==> src/rtl/y_stream_packer_if.sv <==
`default_nettype none
// ============================================================================
// Module      : y_stream_packer_if
// Description : Valid/ready word port carrying packed samples out of
//               y_stream_packer.
// Signals     : out_data  - packed word, first sample in bit 0
//               out_ones  - number of 1 bits in out_data
//               out_valid - out_data/out_ones hold an unaccepted word
//               out_ready - sink accepts the word this cycle
// Modports    : master (packer side), slave (consumer side)
// Revision    : 1.0 - initial release
// ============================================================================
interface y_stream_packer_if #(
  parameter int WIDTH = 8
);
  localparam int ONES_W = $clog2(WIDTH + 1);

  logic [WIDTH-1:0]  out_data;
  logic [ONES_W-1:0] out_ones;
  logic              out_valid;
  logic              out_ready;

  modport master (
    output out_data,
    output out_ones,
    output out_valid,
    input  out_ready
  );

  modport slave (
    input  out_data,
    input  out_ones,
    input  out_valid,
    output out_ready
  );
endinterface
`default_nettype wire

==> src/rtl/y_stream_packer.sv <==
`default_nettype none
// ============================================================================
// Module      : y_stream_packer
// Description : Samples serial bit y on en strobes, packs WIDTH samples
//               LSB-first into words offered on a valid/ready port, and keeps
//               rising-edge count, longest-1s-run and sticky overrun stats.
// Ports       : clk, rst   - clock, synchronous active-high reset
//               en, y      - sample strobe and serial input bit
//               clr_stats  - synchronous clear of rise_cnt/run_max/overrun
//               ob         - word output port (master modport)
//               rise_cnt   - saturating count of 0->1 sample transitions
//               run_max    - saturating longest run of sampled 1s
//               overrun    - sticky, a completed word was dropped
// Revision    : 1.0 - initial release
// ============================================================================
module y_stream_packer #(
  parameter int WIDTH = 8
) (
  input  logic                 clk,
  input  logic                 rst,
  input  logic                 en,
  input  logic                 y,
  input  logic                 clr_stats,
  y_stream_packer_if.master    ob,
  output logic [15:0]          rise_cnt,
  output logic [7:0]           run_max,
  output logic                 overrun
);

  localparam int BC_W   = $clog2(WIDTH);
  localparam int ONES_W = $clog2(WIDTH + 1);
  localparam logic [BC_W-1:0] c_last = BC_W'(WIDTH - 1);

  typedef enum logic [0:0] {
    S_EMPTY = 1'b0,
    S_FULL  = 1'b1
  } state_t;

  state_t            r_state, w_state_nxt;
  logic [WIDTH-1:0]  r_sh;
  logic [BC_W-1:0]   r_bc;
  logic              r_prev;
  logic [7:0]        r_run_cur;

  logic              w_complete;
  logic              w_load;
  logic              w_set_ovr;
  logic [WIDTH-1:0]  w_word;
  logic [ONES_W-1:0] w_ones;
  logic [7:0]        w_run_nxt;

  assign w_complete = en && (r_bc == c_last);

  // The completing word includes the bit being sampled on this edge, so
  // it is assembled combinationally from the shift register plus y.
  always_comb begin
    w_word       = r_sh;
    w_word[r_bc] = y;
    w_ones       = '0;
    for (int i = 0; i < WIDTH; i++) begin
      w_ones = w_ones + ONES_W'(w_word[i]);
    end
  end

  // Collector: partial bits beyond bc are stale but always overwritten
  // before the word completes.
  always_ff @(posedge clk) begin
    if (rst) begin
      r_sh <= '0;
      r_bc <= '0;
    end else if (en) begin
      r_sh[r_bc] <= y;
      r_bc       <= (r_bc == c_last) ? '0 : r_bc + BC_W'(1);
    end
  end

  always_ff @(posedge clk) begin
    if (rst) begin
      r_state <= S_EMPTY;
    end else begin
      r_state <= w_state_nxt;
    end
  end

  always_comb begin
    w_state_nxt = r_state;
    w_load      = 1'b0;
    w_set_ovr   = 1'b0;
    case (r_state)
      S_EMPTY: begin
        if (w_complete) begin
          w_load      = 1'b1;
          w_state_nxt = S_FULL;
        end
      end
      S_FULL: begin
        if (w_complete && ob.out_ready) begin
          w_load = 1'b1;
        end else if (w_complete) begin
          w_set_ovr = 1'b1;
        end else if (ob.out_ready) begin
          w_state_nxt = S_EMPTY;
        end
      end
      default: w_state_nxt = S_EMPTY;
    endcase
  end

  assign ob.out_valid = (r_state == S_FULL);

  always_ff @(posedge clk) begin
    if (rst) begin
      ob.out_data <= '0;
      ob.out_ones <= '0;
    end else if (w_load) begin
      ob.out_data <= w_word;
      ob.out_ones <= w_ones;
    end
  end

  assign w_run_nxt = y ? ((r_run_cur == 8'hFF) ? 8'hFF : r_run_cur + 8'd1) : 8'd0;

  // prev tracks the raw stream and is deliberately untouched by clr_stats.
  always_ff @(posedge clk) begin
    if (rst) begin
      r_prev <= 1'b0;
    end else if (en) begin
      r_prev <= y;
    end
  end

  always_ff @(posedge clk) begin
    if (rst || clr_stats) begin
      rise_cnt  <= '0;
      run_max   <= '0;
      r_run_cur <= '0;
    end else if (en) begin
      r_run_cur <= w_run_nxt;
      if (w_run_nxt > run_max) begin
        run_max <= w_run_nxt;
      end
      if (y && !r_prev && (rise_cnt != 16'hFFFF)) begin
        rise_cnt <= rise_cnt + 16'd1;
      end
    end
  end

  always_ff @(posedge clk) begin
    if (rst || clr_stats) begin
      overrun <= 1'b0;
    end else if (w_set_ovr) begin
      overrun <= 1'b1;
    end
  end

endmodule
`default_nettype wire

==> src/flat_wrapper.sv <==
// flat-port wrapper written by rule: the top's interface ports become plain ports
module y_stream_packer_flat 
#(
  parameter int WIDTH = 8
)
  (clk, rst, en, y, clr_stats, rise_cnt, run_max, overrun, ob_out_data, ob_out_ones, ob_out_valid, ob_out_ready);
  y_stream_packer_if #(.WIDTH(WIDTH)) ob_i ();
  input  logic clk;
  input  logic rst;
  input  logic en;
  input  logic y;
  input  logic clr_stats;
  output logic [15:0] rise_cnt;
  output logic [7:0] run_max;
  output logic overrun;
  output wire logic [$bits(ob_i.out_data)-1:0] ob_out_data;
  output wire logic [$bits(ob_i.out_ones)-1:0] ob_out_ones;
  output wire logic [$bits(ob_i.out_valid)-1:0] ob_out_valid;
  input wire logic [$bits(ob_i.out_ready)-1:0] ob_out_ready;
  assign ob_out_data = ob_i.out_data;
  assign ob_out_ones = ob_i.out_ones;
  assign ob_out_valid = ob_i.out_valid;
  assign ob_i.out_ready = ob_out_ready;
  y_stream_packer #(.WIDTH(WIDTH)) u_core (.clk(clk), .rst(rst), .en(en), .y(y), .clr_stats(clr_stats), .ob(ob_i), .rise_cnt(rise_cnt), .run_max(run_max), .overrun(overrun));
endmodule
==> config.mk <==
export PLATFORM = sky130hd
export DESIGN_NAME = y_stream_packer_flat
export DESIGN_NICKNAME = d
export VERILOG_FILES = /design/src/rtl/y_stream_packer_if.sv /design/src/rtl/y_stream_packer.sv /design/src/flat_wrapper.sv
export SDC_FILE = /design/constraint.sdc
export NUM_CORES = 1
export LEC_CHECK = 0
export BUFFER_PORTS_ARGS = -buffer_cell sky130_fd_sc_hd__buf_4
export CAP_MARGIN = 20
export CORE_UTILIZATION = 35
export DETAILED_ROUTE_END_ITERATION = 8
export SLEW_MARGIN = 0
export SYNTH_ARGS = -nofsm -noshare
export SYNTH_HDL_FRONTEND = slang
export SYNTH_SLANG_ARGS = --single-unit
export TNS_END_PERCENT = 10
==> constraint.sdc <==
create_clock -name clk -period 9.8 [get_ports clk]
set_input_delay 0.98 -clock clk [delete_from_list [all_inputs] [get_ports clk]]
set_output_delay 0.98 -clock clk [all_outputs]
set_load 0.05 [all_outputs]
==> flow_metrics.env <==
export IMPL_worst_pin_slew_ps=665
export IMPL_num_vias=2772
export IMPL_period_share_pct=37.3
export IMPL_fillers=884
export IMPL_ir_drop_v=0.0000898
export IMPL_holdWs_ps=480
export IMPL_status="complete, but fails checks"
export IMPL_antenna_left=0
export IMPL_use_met1_pct=21.6
export IMPL_period_needed_ps=3650
export IMPL_clkLatencyLatePin_ps=330
export IMPL_cts_buffers=9
export IMPL_antenna_found_initial=0
export IMPL_timing_critical_path_buf_inv=3
export IMPL_cts_tree="yes"
export IMPL_crit_path_start_kind="primary input"
export IMPL_fmaxAchievable_mhz=274
export IMPL_critPathKind="primary input to register"
export IMPL_arrival_ps=3900
export IMPL_dieArea_mm2=0.00971
export IMPL_synth_top_area_share_pct=35.6
export IMPL_yosysSeqAreaShare_pct=35.6
export IMPL_yosysWarnings=0
export IMPL_multiInputGateArea_mm2=0.00190
export IMPL_cts_sinks=58
export IMPL_netlist_area_mm2=0.00326
export IMPL_grt_total_usage_pct=15.9
export IMPL_endpoint_kind="register"
export IMPL_area_growth_pct=18.3
export IMPL_critical_path_top_delay_family="adder cells"
export IMPL_place_hpwl_um=5040
export IMPL_grt_pass1_wl_um=12300
export IMPL_ys_async_sr_fraction_pct=0
export IMPL_maxSlewHeadroom_pct=55.3
export IMPL_initial_utilization_pct=36.7
export IMPL_busiest_layer="met2"
export IMPL_ys_ff_latch=58
export IMPL_layout_nets=437
export IMPL_synth_edf_count=0
export IMPL_design_core_area_mm2=0.00889
export IMPL_drc=1
export IMPL_cp_slowest_cell="fa_1"
export IMPL_regArea_mm2=0.00116
export IMPL_drive_above_1_share_pct=16.8
export IMPL_cts_htree_levels=3
export IMPL_grt_max_degree=42
export IMPL_avgSynthCellArea_um2=8.54
export IMPL_ys_types=52
export IMPL_use_met3_pct=4.61
export IMPL_yosysMostFrequentCell="dfxtp_1"
export IMPL_finalSetupTns_ps=0
export IMPL_grt_met2_usage_pct=24.6
export IMPL_cts_root_buf="clkbuf_8"
export IMPL_setup_viol=0
export IMPL_worstPathCellList="buf_4 > mux2i_1 > inv_1 > ha_1 > fa_1 > fa_1 > fa_1 > inv_1 > fa_1 > a211oi_1"
export IMPL_antennaDiodeCount=0
export IMPL_power_total_uw=555
export IMPL_synthFlopType="dfxtp_1"
export IMPL_cp_max_fo=26
export IMPL_hold_buffers=0
export IMPL_gp_congestion=0.782
export IMPL_die_width_um=98.5
export IMPL_fin_cells=525
export IMPL_syn_nets=407
export IMPL_drtIter0Drc=142
export IMPL_synth_area_leaders="dfxtp_1 36%, mux2i_1 9.2%, ha_1 5.8%"
export IMPL_power_density_mw_per_mm2=144
export IMPL_die_y_um=98.5
export IMPL_wirelength_um=7230
export IMPL_p_leak_nw=1.63
export IMPL_ys_top_cells_by_count="58 x dfxtp_1, 34 x nor2_1, 32 x nand2_1"
export IMPL_worstHoldPathType="register to register"
export IMPL_max_cap_violations=0
export IMPL_vias_per_cell=5.28
export IMPL_rsz0062_at_grt="no"
export IMPL_numPortBuffers=43
export IMPL_drv_slew=0
export IMPL_cts_resized=0
export IMPL_cp_slowest_stage_delay_ps=570
export IMPL_drtPass1Iterations=8
export IMPL_row_count=34
export IMPL_netlist_instances=382
export IMPL_post_cts_buffers=0
export IMPL_finalHoldViolCount=0
export IMPL_clock_path_buffers=2
export IMPL_dp_cells=509
export IMPL_clkSlewWorstSetupHoldPaths_ps=70
export IMPL_drt_wirelength_per_cell_um=13.8
export IMPL_violations="design-rule violations"
export IMPL_yosysTopAreaCell="dfxtp_1"
export IMPL_grt_pass1_vias=2549
export IMPL_cpMostUsedCell="fa_1"
export IMPL_finClkSkew_ps=10.3
export IMPL_pin_count=44
export IMPL_grt_ovfl_total=0
export IMPL_worstPathRequired_ps=10050
-- worst register-to-register path: cells and delay by family (launching register included) --
kind / cells / cell delay [ps]
compound gates: 1 / 190
fa+ha+maj: 5 / 2110
buf+inv: 2 / 160
flops: 1 / 500
mux: 1 / 320
simple gates: 1 / 290
-- per-layer routing --
layer | wire, µm | part of all wire, %
met4 | 33 | 0.46
met3 | 253 | 3.5
met5 | 0 | 0
met1 | 3720 | 51
met2 | 3220 | 45
-- final timing paths --
| path | startpoint | to | slack (ps) | depth (start not counted) |
|---|---|---|---|---|
| min | u_core.ob.out_ones[3]$_SDFFE_PP0P_ | u_core.ob.out_ones[3]$_SDFFE_PP0P_ | 480 | 2 |
| min reg2reg | u_core.ob.out_ones[3]$_SDFFE_PP0P_ | u_core.ob.out_ones[3]$_SDFFE_PP0P_ | 480 | 2 |
| max | y | u_core.ob.out_ones[1]$_SDFFE_PP0P_ | 6150 | 10 |
| max reg2reg | u_core.r_bc[0]$_SDFFE_PP0P_ | u_core.ob.out_ones[1]$_SDFFE_PP0P_ | 6170 | 10 |
-- cell type report --
cell class / instances / area share (%)
multi-input cells: 273 / 49.2
flip-flops and latches: 58 / 30.1
repair buffers: 45 / 8.76
well taps: 108 / 3.50
clock buffers: 10 / 3.31
clock inverters: 6 / 2.72
inverters: 25 / 2.43
-- cell usage in the layout, fill, tap and decap left out, types with 15 or more instances in the layout --
cell type  count
nor2_1        34
inv_1         25
a211oi_1      19
mux2i_1       30
buf_4         45
ha_1          15
a21oi_1       18
nand3_1       19
nand2_1       32
dfxtp_1       58
-- power by group --
group | internal [mW] | switching, mW
logic | 0.0200 | 0.0289
registers | 0.239 | 0.00367
clock network | 0.168 | 0.0950
-- cell families (layout without fill, tap and decap cells) --
family,after synthesis,in the layout,synth area share (%)
buffers and inverters,51,86,6.22
flip-flops,58,58,35.6
AND/OR/NAND/NOR,149,149,24.4
AO/OA/AOI/OAI,74,74,16.1
multiplexers,30,30,9.21
XOR/XNOR,1,1,0.269
adder cells (fa/ha/maj),19,19,8.21
-- registers in the layout, indices dropped and copies added, names as in the netlist --
signal and count:
u_core.r_run_cur 8, u_core.ob.out_data 8, u_core.r_prev 1, u_core.r_bc 3, u_core.overrun 1, u_core.r_sh 8, u_core.ob.out_valid 1, u_core.ob.out_ones 4
u_core.rise_cnt 16, u_core.run_max 8
-- per-stage QoR --
stage | instance area [µm²] | worst slack (ps) | utilization [%]
after floorplan | 3260 | 5810 | -
after global routing | 3860 | 5930 | 43.4
after global placement | 3620 | 5830 | 40.8
after detailed placement | 3620 | 5780 | 40.8
after CTS | 3860 | 6130 | 43.4
final | 3860 | 6150 | 43.4
Note: power is estimated with default switching activity, not from simulation.
